<file path="src/rtl/truth_table_sweeper_if.sv">
// truth_table_sweeper_if: stimulus, capture and result signals between the sweeper and its environment
interface truth_table_sweeper_if;
  logic       start;
  logic       abort;
  logic       dut_out;
  logic       in1;
  logic       in2;
  logic       in3;
  logic       busy;
  logic       done;
  logic       results_valid;
  logic [7:0] tbl;
  logic       pass;
  logic [7:0] mismatch_mask;
  modport master (
    input  start, abort, dut_out,
    output in1, in2, in3, busy, done, results_valid, tbl, pass, mismatch_mask
  );
  modport slave (
    output start, abort, dut_out,
    input  in1, in2, in3, busy, done, results_valid, tbl, pass, mismatch_mask
  );
endinterface

</file>
<file path="src/rtl/truth_table_sweeper.sv">
// truth_table_sweeper: walks a 3-input logic block through all rows, captures and grades its truth table
module truth_table_sweeper #(
  parameter int         SETTLE_CYCLES = 16,
  parameter int         CNT_W         = 8,
  parameter logic [7:0] EXPECTED      = 8'h95
) (
  input logic                   clk,
  input logic                   reset,
  truth_table_sweeper_if.master bus
);
  typedef enum logic [1:0] {IDLE, SETTLE, DONE} state_t;
  localparam logic [CNT_W-1:0] RELOAD = CNT_W'(SETTLE_CYCLES - 1);
  state_t           r_state;
  logic [2:0]       r_row;
  logic [CNT_W-1:0] r_cnt;
  logic [7:0]       r_tbl;
  logic             r_valid;
  logic             r_busy;
  logic             r_done;
  assign {bus.in1, bus.in2, bus.in3} = r_row;
  assign bus.busy          = r_busy;
  assign bus.done          = r_done;
  assign bus.results_valid = r_valid;
  assign bus.tbl           = r_tbl;
  assign bus.pass          = r_valid && (r_tbl == EXPECTED);
  assign bus.mismatch_mask = r_valid ? (r_tbl ^ EXPECTED) : 8'h00;
  // Sweep FSM: hold each row for SETTLE_CYCLES, sample at the end of the hold; abort beats a final sample
  always_ff @(posedge clk or posedge reset) begin
    if (reset) begin
      r_state <= IDLE;
      r_row   <= 3'd0;
      r_cnt   <= '0;
      r_tbl   <= 8'h00;
      r_valid <= 1'b0;
      r_busy  <= 1'b0;
      r_done  <= 1'b0;
    end else begin
      case (r_state)
        IDLE: begin
          r_done <= 1'b0;
          if (bus.start && !bus.abort) begin
            r_state <= SETTLE;
            r_row   <= 3'd0;
            r_cnt   <= RELOAD;
            r_tbl   <= 8'h00;
            r_valid <= 1'b0;
            r_busy  <= 1'b1;
          end
        end
        SETTLE: begin
          if (bus.abort) begin
            r_state <= IDLE;
            r_row   <= 3'd0;
            r_busy  <= 1'b0;
          end else if (r_cnt != '0) begin
            r_cnt <= r_cnt - 1'b1;
          end else begin
            r_tbl[~r_row] <= bus.dut_out;
            if (r_row != 3'd7) begin
              r_row <= r_row + 3'd1;
              r_cnt <= RELOAD;
            end else begin
              r_state <= DONE;
              r_busy  <= 1'b0;
              r_done  <= 1'b1;
              r_valid <= 1'b1;
            end
          end
        end
        DONE: begin
          r_state <= IDLE;
          r_row   <= 3'd0;
          r_done  <= 1'b0;
        end
        default: begin
          r_state <= IDLE;
          r_row   <= 3'd0;
          r_busy  <= 1'b0;
          r_done  <= 1'b0;
        end
      endcase
    end
  end
endmodule

</file>
<file path="src/flat_wrapper.sv">
// flat-port wrapper written by rule: the top's interface ports become plain ports
module truth_table_sweeper_flat 
#(
  parameter int         SETTLE_CYCLES = 16,
  parameter int         CNT_W         = 8,
  parameter logic [7:0] EXPECTED      = 8'h95
)
  (clk, reset, bus_start, bus_abort, bus_dut_out, bus_in1, bus_in2, bus_in3, bus_busy, bus_done, bus_results_valid, bus_tbl, bus_pass, bus_mismatch_mask);
  truth_table_sweeper_if bus_i ();
  input logic clk;
  input logic reset;
  input wire logic [$bits(bus_i.start)-1:0] bus_start;
  input wire logic [$bits(bus_i.abort)-1:0] bus_abort;
  input wire logic [$bits(bus_i.dut_out)-1:0] bus_dut_out;
  output wire logic [$bits(bus_i.in1)-1:0] bus_in1;
  output wire logic [$bits(bus_i.in2)-1:0] bus_in2;
  output wire logic [$bits(bus_i.in3)-1:0] bus_in3;
  output wire logic [$bits(bus_i.busy)-1:0] bus_busy;
  output wire logic [$bits(bus_i.done)-1:0] bus_done;
  output wire logic [$bits(bus_i.results_valid)-1:0] bus_results_valid;
  output wire logic [$bits(bus_i.tbl)-1:0] bus_tbl;
  output wire logic [$bits(bus_i.pass)-1:0] bus_pass;
  output wire logic [$bits(bus_i.mismatch_mask)-1:0] bus_mismatch_mask;
  assign bus_i.start = bus_start;
  assign bus_i.abort = bus_abort;
  assign bus_i.dut_out = bus_dut_out;
  assign bus_in1 = bus_i.in1;
  assign bus_in2 = bus_i.in2;
  assign bus_in3 = bus_i.in3;
  assign bus_busy = bus_i.busy;
  assign bus_done = bus_i.done;
  assign bus_results_valid = bus_i.results_valid;
  assign bus_tbl = bus_i.tbl;
  assign bus_pass = bus_i.pass;
  assign bus_mismatch_mask = bus_i.mismatch_mask;
  truth_table_sweeper #(.SETTLE_CYCLES(SETTLE_CYCLES), .CNT_W(CNT_W), .EXPECTED(EXPECTED)) u_core (.clk(clk), .reset(reset), .bus(bus_i));
endmodule
</file>
<file path="config.mk">
export PLATFORM = sky130hd
export DESIGN_NAME = truth_table_sweeper_flat
export DESIGN_NICKNAME = d
export VERILOG_FILES = /design/src/rtl/truth_table_sweeper_if.sv /design/src/rtl/truth_table_sweeper.sv /design/src/flat_wrapper.sv
export SDC_FILE = /design/constraint.sdc
export NUM_CORES = 1
export LEC_CHECK = 0
export ABC_CLOCK_PERIOD_IN_PS = 2250
export CORE_UTILIZATION = 50
export CTS_CLUSTER_DIAMETER = 30
export DETAILED_ROUTE_END_ITERATION = 12
export PLACE_DENSITY = 0.76
export SLEW_MARGIN = 20
export SYNTH_ARGS = -nofsm -noshare
export SYNTH_HDL_FRONTEND = slang
export SYNTH_SLANG_ARGS = --single-unit
</file>
<file path="constraint.sdc">
create_clock -name clk -period 2.25 [get_ports clk]
set_input_delay 0.3375 -clock clk [delete_from_list [all_inputs] [get_ports clk]]
set_output_delay 0.3375 -clock clk [all_outputs]
set_load 0.02 [all_outputs]
</file>
==> summary.txt, run 1 <==
Place
  – Place WS: 0.222 ns
  – DP Wirelength: 2300 um
  – DP Area: 0.00170 mm^2
  – I/O Buffers: 27
  – GP Congestion: 0.868

Power
  – Cell area power density: 497 mW/mm^2
  – Comb power frac: 15.3%
  – Cell Int Power: 0.000616 W
  – Sequential power share: 57.3%
  – Clock share of power: 27.4%
  – NetSw: 0.000248 W
  – Total power: 0.000864 W
  – Leakage: 0.732 nW
  – Switch share: 28.7%
  – Peak VDD IR: 0.475 mV

Detailed routing
  – Wire length per cell: 15.0 um
  – Drc violations: 0
  – Initial DRC count: 35
  – Antenna Nets Post-Route: 0
  – DR vias: 1,226
  – Final wirelength: 3030 um
  – DR pass1 iterations: 5
  – Via-to-Cell Ratio: 6.07

Floorplanning
  – Chip Width: 54.7 um
  – Core area: 0.00254 mm^2
  – I/O Pins: 28
  – # rows: 18
  – Die Height: 54.7 um
  – Die ar.: 0.00299 mm^2
  – Starting density of the core: 54.6%

GRT
  – Largest net degree at the start of global routing: 25
  – Antenna violations before repair: 0
  – First-pass GRT wire length: 4870 um
  – Grt total ovfl: 0
  – Vias in the first global route: 1,055
  – Gr usage total: 23.5%

Setup path
  – CP max stage cell: dfrtp_1
  – Worst Setup Start Kind: flip-flop
  – CP max stage delay: 0.43 ns
  – CP Cell Sequence: nor4bb_1 -> nand3_1 -> nor4b_1 -> dlygate4sd2_1
  – Worst r2r src: u_core.r_cnt[0]$_DFFE_PP0P_
  – FF-to-FF End: u_core.bus.tbl[0]$_DFFE_PP0P_
  – Crit end category: output pin
  – CP Buf/Inv Count: 1
  – R2R setup slack: 0.27 ns
  – Worst R2R Path Depth: 7
  – Worst-path fanout max: 4
  – Kind of critical path: reg2out
  – Critical path arrival: 1.77 ns
  – Crit-path leading delay family: simple AND/OR/NAND/NOR gates
  – Required @ worst endpoint: 1.91 ns

Status
  – Status: complete, no violations

Timing
  – Relative slew slack: 54.9%
  – Final Hold Viols: 0
  – Post-route setup slack: 0.147 ns
  – Slew at the pin closest to its max-slew limit: 0.671 ns
  – Unrepaired setup endpoints after global routing: false
  – Setup Viol. Count Final: 0
  – Tmin final: 2.10 ns
  – Setup TNS: 0 ns
  – Fin Hold WS: 0.325 ns
  – Max-slew violation count: 0
  – Period utilisation layout: 93.5%
  – Clock Skews: 0.00981 ns
  – Fmax: 0.476 GHz

Synth
  – Mapped cell area: 0.00139 mm^2
  – Syn avg cell area: 9.71 um^2
  – Async S/R FF share, synth: 100%
  – Area leader, netlist: dfrtp_1
  – Post-synth top area share: 43.2%
  – Mapped Cells: 143
  – Syn. warnings: 0
  – Synth top area cells: dfrtp_1 (43%), o31ai_1 (7.6%), o21ai_0 (3.2%), ha_1 (2.7%), nor2b_1 (2.7%)
  – Ys flop type: dfrtp_1
  – Post-synth cell types: 43
  – Post-synthesis sequential area ratio: 43.2%
  – Syn nets: 151
  – Post-synth EDFFs: 0
  – Seq cells post-synth: 24

Clock tree
  – Num CTS Buffers: 3
  – Clk sinks: 24
  – Number of H-tree levels: 1
  – Maximum clock insertion buffer count: 2
  – CTS tree: yes
  – Root Driver: clkbuf_4
  – Clock transition at the registers of the reported paths: 0.14 ns
  – Clk_lat worst skew: 0.33 ns

Finish
  – P&R area growth vs syn: 25.1%
  – Antenna cell count: 0
  – Share of layout cells above drive strength 1: 9.88%
  – Final Cell Area: 0.00174 mm^2
  – Final nets: 181

Run
  – Max-cap violations: 0

Min path
  – Worst Hold Class: in2async
==> kinds of logic after synthesis <==
kind of cell	count (synthesis)	share of synthesized area, %
fa+ha+maj	3	2.70
compound gates	53	26.3
mux	2	1.53
flops	24	43.2
buf+inv	16	4.95
simple gates	45	21.3
==> synth_stat cells (2+ instances only) <==
| cell | n |
|---|---|
| o21ai_0 | 9 |
| a31oi_1 | 4 |
| nor3_2 | 2 |
| nor2b_1 | 6 |
| a32o_1 | 2 |
| clkbuf_1 | 6 |
| inv_1 | 8 |
| nand3_1 | 4 |
| nor3_1 | 4 |
| ha_1 | 3 |
| nand2b_1 | 2 |
| or3b_1 | 2 |
| dfrtp_1 | 24 |
| nand2_1 | 3 |
| o31ai_1 | 14 |
| and2_1 | 5 |
| o21ai_1 | 3 |
| a22o_1 | 3 |
| o21a_1 | 4 |
| nor2_1 | 7 |
| a21oi_1 | 6 |
==> metrics by stage <==
step,std cells,util (%)
after CTS,202,68.3
after floorplan,143,-
final,202,68.3
after global routing,202,68.3
after detailed placement,198,66.9
after global placement,198,66.9
==> worst max-delay path by stage <==
stage / startpoint / endpoint / slack (ns) / cells past startpoint
after floorplan: u_core.bus.tbl[2]$_DFFE_PP0P_ / bus_pass / 0.32 / 3
after detailed placement: u_core.bus.tbl[6]$_DFFE_PP0P_ / bus_pass / 0.22 / 4
after CTS: u_core.bus.tbl[6]$_DFFE_PP0P_ / bus_pass / 0.13 / 4
after global placement: u_core.bus.tbl[6]$_DFFE_PP0P_ / bus_pass / 0.26 / 4
final: u_core.bus.tbl[6]$_DFFE_PP0P_ / bus_pass / 0.15 / 4
after global routing: u_core.bus.tbl[6]$_DFFE_PP0P_ / bus_pass / 0.03 / 4
==> state kept, by name (all words and copies together), names as in the netlist <==
signal / count
u_core.r_state: 2
u_core.bus.busy: 1
u_core.r_cnt: 8
u_core.bus.results_valid: 1
u_core.bus.tbl: 8
u_core.bus.done: 1
u_core.r_row: 3
==> final cells by class <==
class                      instances  area, um^2
tap                               30        37.5
multi-input combinational        103         719
fill                             203         807
clock buffer                       4        36.3
inverter                           8        30.0
timing repair buffer              33         314
sequential                        24         601
==> power by group through the flow <==
stage | clock [W] | sequential [W] | combinational, W
6_report | 0.000237 | 0.000495 | 0.000132
4_1_cts | 0.000241 | 0.000495 | 0.000134
2_1_floorplan | 0 | 0.000499 | 0.0000879
3_5_place_dp | 0 | 0.000504 | 0.000132
3_3_place_gp | 0 | 0.000500 | 0.000129
5_1_grt | 0.000254 | 0.000500 | 0.000148
==> routing by layer <==
layer	vias to the layer above	GRT usage, %	part of all wire (%)
li1	601	-	-
met5	-	0	0
met2	33	41.4	50
met1	587	27.9	43
met3	5	3.61	5.1
met4	0	10.3	1.9
==> cell usage in the layout, fill, tap and decap left out, types with 5 or more instances in the layout <==
cell type	instances
nor2_1	7
inv_1	8
clkdlybuf4s50_1	26
a21oi_1	6
buf_4	6
dfrtp_1	24
o21ai_0	9
nor2b_1	6
o31ai_1	14
and2_1	5
==> tightest hold or removal path, cell delays in order <==
cell,delay [ns]
clkdlybuf4s50_1,0.39
inv_1,0.05
buf_4,0.29
==> timing repair <==
item	CTS	global route
resized for setup	1	0
hold buffers	0	0
setup buffers	0	0
endpoints found under the setup margin	1	0
Note: power is estimated with default switching activity, not from simulation.
==> run 2, diff against run 1 <==
Settings changed: ABC_CLOCK_PERIOD_IN_PS 2250 to not set, CTS_CLUSTER_DIAMETER 30 to not set.
==> results of run 2 <==
Same layout as run 1: the final DEF is identical, and so are final timing and power.
==> run 3, diff against run 2 <==
Settings changed: CTS_CLUSTER_SIZE set to 10.
==> results of run 3 <==
Same layout as run 1: the final DEF is identical, and so are final timing and power.
